--- src/rtl/fifo_wr_arbiter.sv ---
// Round-robin arbiter sharing one FIFO write port between N_REQ producers, bursts of <= MAX_BURST.
// Define FIFO_ARB_ID_TAG_EN to prepend the owner ID to each written word: {owner_id, payload}.
module fifo_wr_arbiter #(
    parameter int unsigned N_REQ     = 4,
    parameter int unsigned WIDTH     = 8,
    parameter int unsigned MAX_BURST = 4
) (
    input  logic                           clk,
    input  logic                           rst,
    input  logic [N_REQ-1:0]               req,
    input  logic [N_REQ*WIDTH-1:0]         req_data,
    output logic [N_REQ-1:0]               ack,
    input  logic                           fifo_full,
    output logic                           fifo_wr_en,
`ifdef FIFO_ARB_ID_TAG_EN
    output logic [WIDTH+$clog2(N_REQ)-1:0] fifo_wr_data,
`else
    output logic [WIDTH-1:0]               fifo_wr_data,
`endif
    output logic [$clog2(N_REQ)-1:0]       owner_id,
    output logic                           burst_active
);

    localparam int unsigned ID_W  = $clog2(N_REQ);
    localparam int unsigned CNT_W = $clog2(MAX_BURST + 1);

    typedef enum logic {StIdle, StBurst} state_t;

    state_t            state_q, state_d;
    logic [ID_W-1:0]   rr_ptr_q, rr_ptr_d;
    logic [ID_W-1:0]   owner_q, owner_d;
    logic [CNT_W-1:0]  beat_cnt_q, beat_cnt_d;
    logic [CNT_W-1:0]  beat_next;

    logic              grant_found;
    logic [ID_W-1:0]   grant_id;
    logic [ID_W-1:0]   cand;
    logic              owner_req;
    logic [WIDTH-1:0]  owner_data;
    logic              wr_en;

    // Modulo-N_REQ increment; also correct when N_REQ is not a power of two.
    function automatic logic [ID_W-1:0] next_id(input logic [ID_W-1:0] id);
        return (id == ID_W'(N_REQ - 1)) ? '0 : id + ID_W'(1);
    endfunction

    // Round-robin search starting at rr_ptr_q.
    always_comb begin
        grant_found = 1'b0;
        grant_id    = '0;
        cand        = rr_ptr_q;
        for (int i = 0; i < N_REQ; i++) begin
            for (int j = 0; j < N_REQ; j++) begin
                if (!grant_found && cand == ID_W'(j) && req[j]) begin
                    grant_found = 1'b1;
                    grant_id    = cand;
                end
            end
            cand = next_id(cand);
        end
    end

    always_comb begin
        owner_req  = 1'b0;
        owner_data = '0;
        for (int j = 0; j < N_REQ; j++) begin
            if (owner_q == ID_W'(j)) begin
                owner_req  = req[j];
                owner_data = req_data[j*WIDTH +: WIDTH];
            end
        end
    end

    assign wr_en     = (state_q == StBurst) && owner_req && !fifo_full;
    assign beat_next = beat_cnt_q + CNT_W'(1);

    always_comb begin
        state_d    = state_q;
        rr_ptr_d   = rr_ptr_q;
        owner_d    = owner_q;
        beat_cnt_d = beat_cnt_q;
        unique case (state_q)
            StIdle: begin
                if (grant_found) begin
                    owner_d    = grant_id;
                    beat_cnt_d = '0;
                    state_d    = StBurst;
                end
            end
            StBurst: begin
                // A dropped request ends the burst even while the FIFO is full.
                if (!owner_req) begin
                    state_d  = StIdle;
                    rr_ptr_d = next_id(owner_q);
                end else if (wr_en) begin
                    beat_cnt_d = beat_next;
                    if (beat_next == CNT_W'(MAX_BURST)) begin
                        state_d  = StIdle;
                        rr_ptr_d = next_id(owner_q);
                    end
                end
            end
            default: state_d = StIdle;
        endcase
    end

    always_comb begin
        ack = '0;
        for (int j = 0; j < N_REQ; j++) begin
            ack[j] = wr_en && (owner_q == ID_W'(j));
        end
    end

    assign fifo_wr_en   = wr_en;
    assign owner_id     = owner_q;
    assign burst_active = (state_q == StBurst);

`ifdef FIFO_ARB_ID_TAG_EN
    assign fifo_wr_data = wr_en ? {owner_q, owner_data} : '0;
`else
    assign fifo_wr_data = wr_en ? owner_data : '0;
`endif

    always_ff @(posedge clk or posedge rst) begin
        if (rst) begin
            state_q    <= StIdle;
            rr_ptr_q   <= '0;
            owner_q    <= '0;
            beat_cnt_q <= '0;
        end else begin
            state_q    <= state_d;
            rr_ptr_q   <= rr_ptr_d;
            owner_q    <= owner_d;
            beat_cnt_q <= beat_cnt_d;
        end
    end

endmodule

--- config.mk ---
export PLATFORM = sky130hd
export DESIGN_NAME = fifo_wr_arbiter
export DESIGN_NICKNAME = d
export VERILOG_FILES = /design/src/rtl/fifo_wr_arbiter.sv
export SDC_FILE = /design/constraint.sdc
export NUM_CORES = 1
export LEC_CHECK = 0
export ABC_AREA = 1
export CORE_ASPECT_RATIO = 1.5
export CORE_MARGIN = 10
export CORE_UTILIZATION = 40
export DETAILED_ROUTE_END_ITERATION = 6
export PLACE_DENSITY = 0.85
export SYNTH_ARGS = -nofsm -noshare
export SYNTH_HDL_FRONTEND = slang
export SYNTH_SLANG_ARGS = --single-unit
--- constraint.sdc ---
create_clock -name clk -period 2 [get_ports clk]
set_input_delay 0.3 -clock clk [delete_from_list [all_inputs] [get_ports clk]]
set_output_delay 0.3 -clock clk [all_outputs]
set_load 0.02 [all_outputs]
Yosys cells after proc, flatten, opt, wreduce, memory -nomap -nowiden
Cells that the tools add are included.
{"block": "word_totals", "inputBits": 39, "out_inout_bits": 16, "word_cells": 149, "reg_bits": 8}
{"block": "op_classes", "reduce_logical": 61, "n_addsub": 5, "eq_ne": 21, "muxes": 57, "bitwise": 1}
{"op": "$mux W2", "count": 23}
{"op": "$mux W8", "count": 5}
{"op": "$logic_and A1 B1 Y1", "count": 37}
{"op": "$mux W1", "count": 24}
{"op": "$eq A2 B2 Y1 const B", "count": 10}
{"op": "$logic_not A1 Y1", "count": 16}
{"op": "$eq A2 B1 Y1 const B", "count": 5}
{"op": "$logic_not A2 Y1", "count": 5}
{"op": "$mux W3", "count": 3}
{"op": "$add A2 B1 Y2 const B", "count": 4}
{"op": "$ne A2 B1 Y1 const B", "count": 4}
{"op": "$pmux W3 S2", "count": 1}
{"op": "$reduce_and A3 Y1", "count": 2}
{"op": "$add A3 B1 Y3 const B", "count": 1}
{"op": "$eq A3 B3 Y1 const B", "count": 1}
{"op": "$ne A2 B2 Y1 const B", "count": 1}
{"op": "$pmux W1 S2", "count": 1}
{"op": "$reduce_and A2 Y1", "count": 1}
{"op": "$not A1 Y1", "count": 1}

Logic depth before layout (Yosys ltp)
{"block": "depth", "ltp_word": 65, "mapped_depth": 12, "mapped_depth_nobuf": 12}

Worst setup path after synthesis
No wires, ideal clock.
{"block": "synth_timing", "path_kind": "flip-flop to output port", "start": "register owner_q[1] (netlist: owner_id[1])", "end": "output port fifo_wr_data[0]", "path_stages_with_launch": 12, "required_ns": 1.700, "path_buffers": 2, "arrival_time_ns": 1.907, "path_slack_ns": -0.207, "path_cell_list": "dfrtp_1 > inv_1 > ha_1 > buf_6 > inv_2 > nor2_1 > o21ai_1 > o21ai_1 > o21ai_2 > nand3_4 > buf_6 > nor2_1"}
{"block": "synth_via", "elab_chain_cells": 8, "word_cells_on_any_way": 15, "cone_classes": "3 x eq/ne; 9 x mux; 3 x reduce/logical"}
{"item": "start, declared", "line": "31", "text": "logic [ID_W-1:0] owner_q, owner_d;"}
{"item": "start signal, assigned", "line": "133", "text": "owner_q <= owner_d;"}
{"item": "$logic_not A2 Y1", "line": "67", "text": "if (owner_q == ID_W'(j)) begin"}
{"item": "$mux W1 (4 in series)", "line": "67"}
{"item": "$logic_and A1 B1 Y1 (2 in series)", "line": "74", "text": "assign wr_en = (state_q == StBurst) && owner_req && !fifo_full;"}
{"item": "$mux W8 *", "line": "121", "text": "assign fifo_wr_data = wr_en ? owner_data : '0;"}
{"item": "end, declared", "line": "18", "text": "output logic [WIDTH-1:0] fifo_wr_data,"}
Mark *: on every way between the ends. The rest lies on a longest branch, timed or not.

Worst setup path after layout
{"block": "layout_timing", "start": "register owner_q[1] (netlist: owner_id[1])", "end": "output port fifo_wr_data[1]"}
The elaborated chain is that of the path after synthesis.

==> metrics <==
status finished with violations; failing checks negative setup slack; Sw Pwr 0.00156 W; critical path arrival 2.10 ns; I/O Pins 55; Clock power frac 6.4%; Post-DP Area 1920 sq um; worst slew pin tran 0.314 ns; synthesized instance count 169; DR pass1 iterations 4; number of global-route vias before repair 1556; Setup Viol. Count Final 16; Via Count 1543; Max-Cap Viols 0; TritonCTS buffer count 3; die area 5200 sq um; mean area per synthesized cell 6.35 sq um; global-route usage over all layers 16.7%; Req. time, crit path 1.70 ns; first-pass GRT wire length 7290 um; Hold Worst Slack 0.340 ns; NumNets Final 306; CP cell instances inv_4 > ha_4 > inv_4 > nor2_2 > o21ai_1 > o21ai_1 > o21ai_2 > nand3_4 > buf_12 > a21oi_2 > buf_4; Post-Syn Nets 219; Int Pwr 0.00154 W; n_diodes 0; final setup margin -0.402 ns; asr flop ratio synth 100%; fin crit share 120%; vias per cell 5.28; layout cells sized above 1 36.1%; Stages on worst setup path 11; largest cells by area after synthesis nand2_1 20%, dfrtp_1 19%, ha_1 13%; sequential area share after synthesis 18.6%; CP startpoint kind flop; Max transition margin 78.8%; most numerous cell in the Yosys netlist nand2_1; per-cell routed wire length 16.9 um; GRT overflow 0; crit path time final 2.40 ns; Crit path buffers/inverters 4; Cell Area, Synth 1070 sq um; final core occ 82.5%; min-delay worst type input port to asynchronous set/reset pin; initial core utilization 41.0%; Sw Share 50.3%; library cells used by synthesis 27; post-route design area 2160 sq um; R2R Path End rr_ptr_q[1]; synthesis-to-finish area growth 101%; largest net degree at the start of global routing 12; top_reg_cell synth dfrtp_1; antenna violations before repair 0; WL final 4940 um; Yosys top cell area share 19.6%; Post-DP HPWL 3270 um; final non-filler cell total 292; dpl cells 279; register bit total from synthesis 8; Final Hold Viols 0; DIE WIDTH 62.3 um; CTS tree done; Max stage delay on crit path 0.40 ns; unrepaired setup endpoints after global routing yes; combinational fraction of design power 82.9%; Pins Over Slew Limit 0; clk buf depth 2; area of the core 2620 sq um; Max FO, Critical Path 6; H-Tree Depth 1; top post-synthesis cells by count 56 x nand2_1, 19 x inv_1, 18 x nor2_1, 11 x ha_1, 9 x nand3_1; kind of cell adding the most delay to the critical path compound AO/OA/AOI/OAI gates; Worst R2R Start owner_id[1]; Ys Warns 0; Sum Neg Setup Slack -4.45 ns; Routed Antenna Nets 0; violation count after the first detailed-route iteration 80; fmax 416 MHz; CTS Sinks 8; Setup crit start owner_id[1]; number of flops mapped to enable cells by yosys 0; worst skew pair latency 0.23 ns; placement row count 23; Final GP Congestion 0.831; Clock Skew 0.000975 ns; hold buffer count at CTS 0; reg2reg path depth 13; slowest stage cell, crit path dfrtp_2; worst setup path class flop to primary output; I/O Buffers 54; PwrDens 1430 nW/um^2; clk slew on worst S/H paths 0.04 ns; Root Buffer clkbuf_8; post-synth top area cell nand2_1; LEAKAGE 0.999 nW; Critical Path Sink Type primary output; fillcell total 164; VDD IR max 1.03 mV; drc violations 0; slack of the worst reg-to-reg path -0.02 ns; DIE HEIGHT 83.5 um; register share of total power 10.7%
[sequential cells by signal (all words and copies together) (netlist names)]
signal / flops
beat_cnt_q: 3
rr_ptr_q: 2
owner_id: 2
burst_active: 1
[stage by stage]
stage / setup WS, ns / total power (W)
floorplan: -0.0606 / 0.00166
global placement: -0.669 / 0.00233
detailed placement: -0.731 / 0.00238
CTS: -0.268 / 0.00279
global route: -0.472 / 0.00333
finish: -0.402 / 0.00310
[power by group through the flow]
stage / logic, W / registers (W) / clock network, W
after floorplan: 0.00131 / 0.000356 / 0
after CTS: 0.00226 / 0.000325 / 0.000205
final: 0.00257 / 0.000332 / 0.000198
after global placement: 0.00201 / 0.000315 / 0
after detailed placement: 0.00206 / 0.000319 / 0
after global routing: 0.00277 / 0.000343 / 0.000219
[layer usage]
| layer | track usage [%] | wire length, um | up-vias |
|---|---|---|---|
| met5 | 0 | 0 | - |
| met4 | 6.73 | 238 | 0 |
| met3 | 2.82 | 290 | 19 |
| met2 | 32.4 | 2670 | 78 |
| met1 | 16.6 | 1740 | 720 |
| li1 | - | - | 726 |
[logic make-up after synthesis]
group | share of synthesized area, %
flops | 18.6
compound gates | 20.9
fa+ha+maj | 12.8
simple gates | 35.8
xor+xnor | 1.63
buf+inv | 10.3
[worst reg2reg max path, stage by stage, from the launching register on]
cell and delay (ns):
dfrtp_2 0.43, inv_4 0.10, ha_4 0.17, inv_4 0.04, nor2_2 0.09, o21ai_1 0.09, o21ai_1 0.14, o21ai_2 0.12
buf_4 0.15, buf_4 0.13, o21ai_1 0.17, nand2_1 0.13, nand2_1 0.09, nand2_1 0.05
[cell type report]
type | count | area (sq um) | share of cell area, %
multi-input combinational | 137 | 950 | 44.0
timing repair buffer | 86 | 825 | 38.2
sequential | 8 | 205 | 9.50
inverter | 20 | 88.8 | 4.11
tap | 37 | 46.3 | 2.14
clock buffer | 4 | 45.0 | 2.09
[layout by cell type, fill, tap and decap left out, drive strengths merged]
cell and n:
dfrtp 8, dlygate4sd2 1, a22oi 5, ha 11
o21ai 11, nand3 10, nor2 19, inv 19
clkinvlp 1, a21oi 6, o22ai 2, nand4 1
o211ai 5, buf 45, xor2 2, nand2 58
nor3 1, clkbuf 4, a221oi 3, a31oi 1
nand3b 2, clkdlybuf4s50 40
[worst max-delay path by stage]
stage	to	slack, ns
6_report	fifo_wr_data[1]	-0.40
2_1_floorplan	fifo_wr_data[2]	-0.06
3_5_place_dp	fifo_wr_data[1]	-0.73
5_1_grt	fifo_wr_data[1]	-0.47
3_3_place_gp	fifo_wr_data[6]	-0.67
4_1_cts	fifo_wr_data[1]	-0.27
[repair_timing]
item                                   4_1_cts  5_1_grt
pin swaps                                    6        6
resized for setup                           90       19
buffers inserted                             4        3
setup endpoints to repair                   13       20
gates cloned                                 1        1
endpoints found under the hold margin        0        0
No activity file was read; power rests on OpenSTA's default activity.
